`config.mk`:
```
export PLATFORM = sky130hd
export DESIGN_NAME = add_serial_arb_flat
export DESIGN_NICKNAME = d
export VERILOG_FILES = /design/src/rtl/add_serial_arb_if.sv /design/src/rtl/add_serial_arb.sv /design/src/flat_wrapper.sv
export SDC_FILE = /design/constraint.sdc
export NUM_CORES = 1
export LEC_CHECK = 0
export BUFFER_PORTS_ARGS = -buffer_cell sky130_fd_sc_hd__buf_4
export CORE_MARGIN = 3
export CORE_UTILIZATION = 44
export CTS_CLUSTER_DIAMETER = 100
export DETAILED_ROUTE_END_ITERATION = 10
export PLACE_DENSITY = 0.76
export REMOVE_ABC_BUFFERS = 1
export SYNTH_ARGS = -nofsm -noshare
export SYNTH_HDL_FRONTEND = slang
export SYNTH_SLANG_ARGS = --single-unit
```
`constraint.sdc`:
```
create_clock -name clk -period 1.9 [get_ports clk]
set_input_delay 0.285 -clock clk [delete_from_list [all_inputs] [get_ports clk]]
set_output_delay 0.285 -clock clk [all_outputs]
set_load 0.03 [all_outputs]
```
`src/rtl/add_serial_arb_if.sv`:
```
// add_serial_arb_if: requester-side bus of the shared serial adder.
// Signals:
//   req     requester -> arb  level request per requester
//   a_flat  requester -> arb  operand A, requester i at [i*WIDTH +: WIDTH]
//   b_flat  requester -> arb  operand B, same packing
//   ack     arb -> requester  one-hot pulse, operands captured
//   done    arb -> requester  one-hot pulse, result valid on out/cout
//   out     arb -> requester  sum
//   cout    arb -> requester  carry-out
//   busy    arb -> requester  engine occupied
//   gnt_id  arb -> requester  current or last owner
interface add_serial_arb_if #(
    parameter int NREQ  = 4,
    parameter int WIDTH = 8,
    parameter int IDW   = $clog2(NREQ)
);
    logic [NREQ-1:0]       req;
    logic [NREQ*WIDTH-1:0] a_flat;
    logic [NREQ*WIDTH-1:0] b_flat;
    logic [NREQ-1:0]       ack;
    logic [NREQ-1:0]       done;
    logic [WIDTH-1:0]      out;
    logic                  cout;
    logic                  busy;
    logic [IDW-1:0]        gnt_id;
    modport master (
        output req, a_flat, b_flat,
        input  ack, done, out, cout, busy, gnt_id
    );
    modport slave (
        input  req, a_flat, b_flat,
        output ack, done, out, cout, busy, gnt_id
    );
endinterface

```
`src/rtl/add_serial_arb.sv`:
```
// add_serial_arb: round-robin arbiter sharing one LSB-first serial adder among NREQ requesters.
// Ports:
//   clk  rising-edge clock
//   rst  synchronous active-high reset
//   bus  slave side of add_serial_arb_if (req/a_flat/b_flat in; ack/done/out/cout/busy/gnt_id out)
module add_serial_arb #(
    parameter int NREQ  = 4,
    parameter int WIDTH = 8
) (
    input logic            clk,
    input logic            rst,
    add_serial_arb_if.slave bus
);
    localparam int IDW = $clog2(NREQ);
    localparam int CW  = $clog2(WIDTH);
    typedef enum logic [1:0] {IDLE, ADD, DONE} state_t;
    state_t           state;
    state_t           state_nxt;
    logic [IDW-1:0]   ptr;
    logic [IDW-1:0]   gnt_id;
    logic [IDW-1:0]   winner;
    logic [IDW-1:0]   idx;
    logic [WIDTH-1:0] a_reg;
    logic [WIDTH-1:0] b_reg;
    logic [WIDTH-1:0] out;
    logic [CW-1:0]    count;
    logic [NREQ-1:0]  ack;
    logic [NREQ-1:0]  done;
    logic             carry;
    logic             cout;
    logic             sum;
    logic             maj;
    logic             last;
    // Scan from the highest offset down so the lowest offset from ptr wins;
    // IDW-bit addition wraps modulo NREQ because NREQ is a power of two.
    always_comb begin
        winner = ptr;
        idx    = '0;
        for (int i = NREQ - 1; i >= 0; i--) begin
            idx = ptr + IDW'(i);
            if (bus.req[idx]) winner = idx;
        end
    end
    assign sum  = a_reg[0] ^ b_reg[0] ^ carry;
    assign maj  = (a_reg[0] & b_reg[0]) | (carry & (a_reg[0] ^ b_reg[0]));
    assign last = count == CW'(WIDTH - 1);
    always_comb begin
        state_nxt = IDLE;
        state_nxt = state == IDLE ? (|bus.req ? ADD : IDLE) :
                    state == ADD  ? (last ? DONE : ADD) : IDLE;
    end
    always_ff @(posedge clk) begin
        if (rst) state <= IDLE;
        else     state <= state_nxt;
    end
    always_ff @(posedge clk) begin
        if (rst) begin
            ptr    <= '0;
            gnt_id <= '0;
            a_reg  <= '0;
            b_reg  <= '0;
            out    <= '0;
            count  <= '0;
            carry  <= 1'b0;
            cout   <= 1'b0;
            ack    <= '0;
            done   <= '0;
        end else begin
            ack  <= '0;
            done <= '0;
            if (state == IDLE && |bus.req) begin
                a_reg  <= bus.a_flat[winner*WIDTH +: WIDTH];
                b_reg  <= bus.b_flat[winner*WIDTH +: WIDTH];
                carry  <= 1'b0;
                count  <= '0;
                out    <= '0;
                gnt_id <= winner;
                ack    <= NREQ'(1) << winner;
            end else if (state == ADD) begin
                carry <= maj;
                out   <= {sum, out[WIDTH-1:1]};
                a_reg <= a_reg >> 1;
                b_reg <= b_reg >> 1;
                count <= count + 1'b1;
                // Result and final carry land together with the done pulse.
                if (last) begin
                    done <= NREQ'(1) << gnt_id;
                    cout <= maj;
                end
            end else if (state == DONE) begin
                ptr <= gnt_id + 1'b1;
            end
        end
    end
    assign bus.ack    = ack;
    assign bus.done   = done;
    assign bus.out    = out;
    assign bus.cout   = cout;
    assign bus.busy   = state != IDLE;
    assign bus.gnt_id = gnt_id;
endmodule
```
`src/flat_wrapper.sv`:
```
// flat-port wrapper written by rule: the top's interface ports become plain ports
module add_serial_arb_flat 
#(
    parameter int NREQ  = 4,
    parameter int WIDTH = 8
)
  (clk, rst, bus_req, bus_a_flat, bus_b_flat, bus_ack, bus_done, bus_out, bus_cout, bus_busy, bus_gnt_id);
  add_serial_arb_if #(.NREQ(NREQ), .WIDTH(WIDTH)) bus_i ();
  input logic clk;
  input logic rst;
  input wire logic [$bits(bus_i.req)-1:0] bus_req;
  input wire logic [$bits(bus_i.a_flat)-1:0] bus_a_flat;
  input wire logic [$bits(bus_i.b_flat)-1:0] bus_b_flat;
  output wire logic [$bits(bus_i.ack)-1:0] bus_ack;
  output wire logic [$bits(bus_i.done)-1:0] bus_done;
  output wire logic [$bits(bus_i.out)-1:0] bus_out;
  output wire logic [$bits(bus_i.cout)-1:0] bus_cout;
  output wire logic [$bits(bus_i.busy)-1:0] bus_busy;
  output wire logic [$bits(bus_i.gnt_id)-1:0] bus_gnt_id;
  assign bus_i.req = bus_req;
  assign bus_i.a_flat = bus_a_flat;
  assign bus_i.b_flat = bus_b_flat;
  assign bus_ack = bus_i.ack;
  assign bus_done = bus_i.done;
  assign bus_out = bus_i.out;
  assign bus_cout = bus_i.cout;
  assign bus_busy = bus_i.busy;
  assign bus_gnt_id = bus_i.gnt_id;
  add_serial_arb #(.NREQ(NREQ), .WIDTH(WIDTH)) u_core (.clk(clk), .rst(rst), .bus(bus_i));
endmodule
```
== Word-level counts from Yosys, hierarchy flattened ==
Index checks and enable logic that the tools add are counted.

* Bits in registers: 43
* Input port bits: 70
* Logic and storage cells: 65

* $add $sub $neg: 5
* Magnitude comparators: 4
* Equal/unequal tests: 3
* Shifts and indexed selects: 4
* Multiplexer cells: 20
* Bitwise operators: 8
* Reductions and logical operators: 10

{| class="wikitable"
|+ Operators by type and width
! kind !! number
|-
| $shiftx 32x6->8 || 2
|-
| $mux 8 || 4
|-
| $mux 2 || 7
|-
| $lt 2x3->1 const B || 4
|-
| $bmux 1 s2 || 4
|-
| $reduce_or 4->1 || 2
|-
| $shl 1x2->4 const A || 2
|-
| $reduce_and 3->1 || 2
|-
| $mux 1 || 5
|-
| $add 2x1->2 const B || 2
|-
| $add 2x2->2 const B || 2
|-
| $reduce_bool 2->1 || 2
|-
| $reduce_or 2->1 || 2
|-
| $add 3x1->3 const B || 1
|-
| $eq 3x3->1 const B || 1
|-
| $not 1->1 || 3
|-
| $and 1x1->1 || 2
|-
| $eq 2x1->1 const B || 1
|-
| $eq 2x2->1 const B || 1
|-
| $logic_not 2->1 || 1
|-
| $xor 1x1->1 || 2
|-
| $logic_and 1x1->1 || 1
|-
| $or 1x1->1 || 1
|}

== Depth between registers and ports, before layout ==
* Depth in word-level cells: 9
* Mapped depth: 8

== Worst setup path before layout ==
Ideal clock, no wire load.

* Path kind: reg-to-reg
* Start: register u_core.ptr[1]
* End: register u_core.a_reg[4]
* Library setup time: 0.125 ns
* Arrival: 1.773 ns
* Data required time: 1.775 ns
* Path slack: 0.001 ns
* Stages on the path, launching flop included: 9
* Buffers on the path: 3
* Path through: dfxtp_1 or3_1 and4b_1 buf_6 or2_1 buf_6 buf_6 a211oi_2 a211oi_1

* Word-level cells in the longest chain between the ends: 9
* Elaborated cells between the ends (all ways): 17
* Those cells by class: 3 x add/sub; 1 x shift; 13 x mux

{| class="wikitable"
|+ RTL lines
! what !! RTL line !! RTL
|-
| start: declaration || add_serial_arb.sv:19 || <nowiki>logic [IDW-1:0] ptr;</nowiki>
|-
| start signal: assignment || add_serial_arb.sv:91 || <nowiki>ptr <= gnt_id + 1'b1;</nowiki>
|-
| $add 2x2->2 || add_serial_arb.sv:40 || <nowiki>idx = ptr + IDW'(i);</nowiki>
|-
| $bmux 1 s2 || add_serial_arb.sv:41 || <nowiki>if (bus.req[idx]) winner = idx;</nowiki>
|-
| $mux 1 (implied by the code) || add_serial_arb.sv:41 ||
|-
| $mux 2 (3 in series) || add_serial_arb.sv:41 ||
|-
| $mux 2 * || add_serial_arb.sv:41 ||
|-
| $shiftx 32x6->8 * || add_serial_arb.sv:72 || <nowiki>a_reg <= bus.a_flat[winner*WIDTH +: WIDTH];</nowiki>
|-
| $mux 8 * || add_serial_arb.sv:71 || <nowiki>if (state == IDLE && |bus.req) begin</nowiki>
|-
| end signal: assignment || add_serial_arb.sv:72 ||
|-
| end signal: assignment || add_serial_arb.sv:82 || <nowiki>a_reg <= a_reg >> 1;</nowiki>
|-
| end: declaration || add_serial_arb.sv:23 || <nowiki>logic [WIDTH-1:0] a_reg;</nowiki>
|}

Every way passes the cells marked *; elsewhere a longest branch is shown, timed or not. The select of a mux whose other input is x is not followed.
A chain may end at the register's enable or synchronous reset.

== Final worst setup path ==
* Start: register u_core.ptr[1]
* End: register u_core.b_reg[1]

* Word-level cells in the longest chain between the ends: 9
* Elaborated cells between the ends (all ways): 17
* Those cells by class: 3 x add/sub; 1 x shift; 13 x mux

{| class="wikitable"
|+ RTL lines
! what !! RTL line !! RTL
|-
| $add 2x2->2 || add_serial_arb.sv:40 ||
|-
| $bmux 1 s2 || add_serial_arb.sv:41 ||
|-
| $mux 1 (implied by the code) || add_serial_arb.sv:41 ||
|-
| $mux 2 (3 in series) || add_serial_arb.sv:41 ||
|-
| $mux 2 * || add_serial_arb.sv:41 ||
|-
| $shiftx 32x6->8 * || add_serial_arb.sv:73 || <nowiki>b_reg <= bus.b_flat[winner*WIDTH +: WIDTH];</nowiki>
|-
| $mux 8 * || add_serial_arb.sv:71 ||
|-
| end signal: assignment || add_serial_arb.sv:73 ||
|-
| end signal: assignment || add_serial_arb.sv:83 || <nowiki>b_reg <= b_reg >> 1;</nowiki>
|-
| end: declaration || add_serial_arb.sv:24 || <nowiki>logic [WIDTH-1:0] b_reg;</nowiki>
|}

Marked as above.

==> summary.md <==
| Metric | Value |
|---|---|
| Status | finished, final reports clean |
| RSZ-0062 raised after global routing | no |
| Ports | 90 |
| Post-cts sizing count | 0 |
| CP Max Fanout | 29 |
| Die Area | 6100 sq um |
| Area after DPL | 3110 sq um |
| Initial core utilization | 46.8% |
| Core Area | 4880 sq um |
| CTS Root Cell | clkbuf_8 |
| ANT cells | 0 |
| CTS tree | done |
| P per Cell Area | 639 nW/um^2 |
| Hold WS | 0.291 ns |
| Initial antenna violation count | 0 |
| Clock tree buffer depth | 2 |
| Final Skew | 0.00414 ns |
| Gr ovfl total | 0 |
| Number of flops mapped to enable cells by yosys | 0 |
| Worst Tran Pin Value | 0.463 ns |
| Crit path arrival time | 2.05 ns |
| Final RePlAce weighted congestion | 0.799 |
| Cell leakage power | 1.33 nW |
| Syn. warnings | 0 |
| Final Max Tran Viols | 0 |
| R2R setup slack | 0.07 ns |
| Post-Syn Area per Cell | 8.47 sq um |
| Detailed Place HPWL | 4.34 mm |
| Startpoint types | register |
| VDD IR max | 0.316 mV |
| DP Cell Count | 422 |
| Largest net degree at the start of global routing | 30 |
| Post-synthesis sequential area ratio | 37.7% |
| Avg WL per Cell | 13.9 microns |
| Non-filler instance count after layout | 430 |
| Worst R2R Start | u_core.ptr[1] |
| Commonest non-fill, non-tap cell in the layout | buf_4 |
| Worst Hold Class | in -> reg |
| CP Data Required Time | 2.11 ns |
| Vias | 2235 |
| Min-delay src | bus_a_flat[16] |
| Fin nets | 435 |
| Vias in the first global route | 2147 |
| Residual DRC | 0 |
| Power Total | 2.05 mW |
| Final-report setup violation count | 0 |
| Overall routing resource usage | 20.2% |
| Commonest non-fill, non-tap cells in the layout | 101 x buf_4, 43 x dfxtp_1, 31 x nor2_1 |
| FF-to-FF End | u_core.b_reg[1] |
| Yosys cell types | 37 |
| Port Buffers | 89 |
| Cts bufs inserted | 5 |
| Final Hold Violating Endpoints | 0 |
| Ys async rst share | 0% |
| Slew margin rel. | 69.1% |
| Share of cells above drive strength 1 | 35.3% |
| Drt total wl | 5.96 mm |
| Period utilization | 96.5% |
| Fillcell total | 438 |
| CTS clock-pin slew for the worst setup and hold paths | 0.08 ns |
| Maximum level of the CTS H-tree | 2 |
| Post-synthesis register bit count | 43 |
| Die width | 78.1 microns |
| Peak Freq | 545 MHz |
| CP endpoint kind | register |
| Fin area | 3210 sq um |
| CTS Hold Buffers Added | 0 |
| Area Overhead vs Synth | 40.6% |
| Synth Flop Type | dfxtp_1 |
| Worst hold path stage count | 3 |
| Post-route ant nets | 0 |
| FF-to-FF path depth | 6 |
| Worst-Skew Late Latency | 0.30 ns |
| Setup TNS | 0 ns |
| Via/cell ratio | 5.20 |
| Row count | 25 |
| Post-route minimum period | 1.83 ns |
| Die Ht | 78.1 microns |
| DR iter-0 viols | 126 |
| Postcts setup bufs | 0 |
| Pre-Repair DR Iteration Count | 4 |
| Endpoint, Worst Hold | u_core.a_reg[0] |
| Mapped Cells | 270 |
| Critical path class | reg -> reg |
| # clock sinks | 43 |
| Synth Cell Area | 2290 sq um |
| First-pass GRT wire length | 9.94 mm |
| Max Cap Viol | 0 |
cells in the mapped netlist, types with 3 or more instances:
library cell,number,area share (%)
a211oi_2,9,4.9
nor3_1,15,3.3
clkbuf_1,9,1.5
nor2_1,31,5.1
a211oi_1,21,6.9
buf_6,3,1.5
nor3b_1,14,4.6
nand3_1,3,0.66
or3_1,17,4.7
nor2b_1,4,1.1
nand2b_1,4,1.1
nand2_1,30,4.9
mux2i_1,16,7.0
a21oi_1,15,3.3
dfxtp_1,43,38
buf_2,5,1.1
final cells by class:
type	instances	area, sq um	share of cell area (%)
multi-input combinational	206	1340	41.7
sequential	43	861	26.8
timing repair buffer	105	838	26.1
tap	67	83.8	2.61
clock buffer	6	72.6	2.26
clock inverter	2	12.5	0.389
inverter	1	3.75	0.117
per-stage QoR:
step | utilization [%] | worst slack [ns]
2_1_floorplan | - | -0.500
4_1_cts | 65.4 | 0.0426
5_1_grt | 65.8 | 0.00451
3_5_place_dp | 63.7 | -0.0327
6_report | 65.8 | 0.0662
3_3_place_gp | 63.7 | 0.0381
how the worst max path moves through the flow:
stage	depth (start not counted)	slack (ns)	start	end
global route	6	0.005	u_core.ptr[1]	u_core.a_reg[5]
CTS	6	0.04	u_core.ptr[1]	u_core.b_reg[5]
finish	6	0.07	u_core.ptr[1]	u_core.b_reg[1]
detailed placement	7	-0.03	bus_req[2]	u_core.b_reg[5]
floorplan	5	-0.50	bus_req[0]	u_core.b_reg[6]
global placement	7	0.04	bus_req[2]	u_core.b_reg[6]
report_power, final:
group	total, mW	internal [mW]	switching [mW]
clock network	0.573	0.257	0.316
registers	0.982	0.950	0.0323
logic	0.499	0.263	0.236
total	2.05	1.47	0.584
kinds of logic (layout without fill, tap and decap cells):
logic type / count (synthesis) / in the layout / synth area share (%)
AOI/OAI and AO/OA: 57 / 57 / 19.2
xor gates and xnor gates: 2 / 2 / 0.766
adders and majority gates: 3 / 3 / 1.97
buffers and inverters: 21 / 114 / 4.87
DFF: 43 / 43 / 37.7
muxes: 16 / 16 / 7.01
and+or+nand+nor: 128 / 128 / 28.6
metal layers:
metal / up-vias / routed length, microns / share of wire, % / track usage [%]
li1: 1151 / - / - / -
met1: 1014 / 2710 / 46 / 25.8
met2: 64 / 2870 / 48 / 33.3
met3: 6 / 305 / 5.1 / 4.82
met4: 0 / 70 / 1.2 / 6.82
met5: - / 0 / 0 / 0
critical path, cell delays in order, from the launching register on:
cell	delay, ns
dfxtp_1	0.32
or3_1	0.35
and4b_1	0.24
or2_1	0.27
buf_12	0.19
mux2i_1	0.14
a211oi_1	0.23
(Power assumes the default switching activity.)
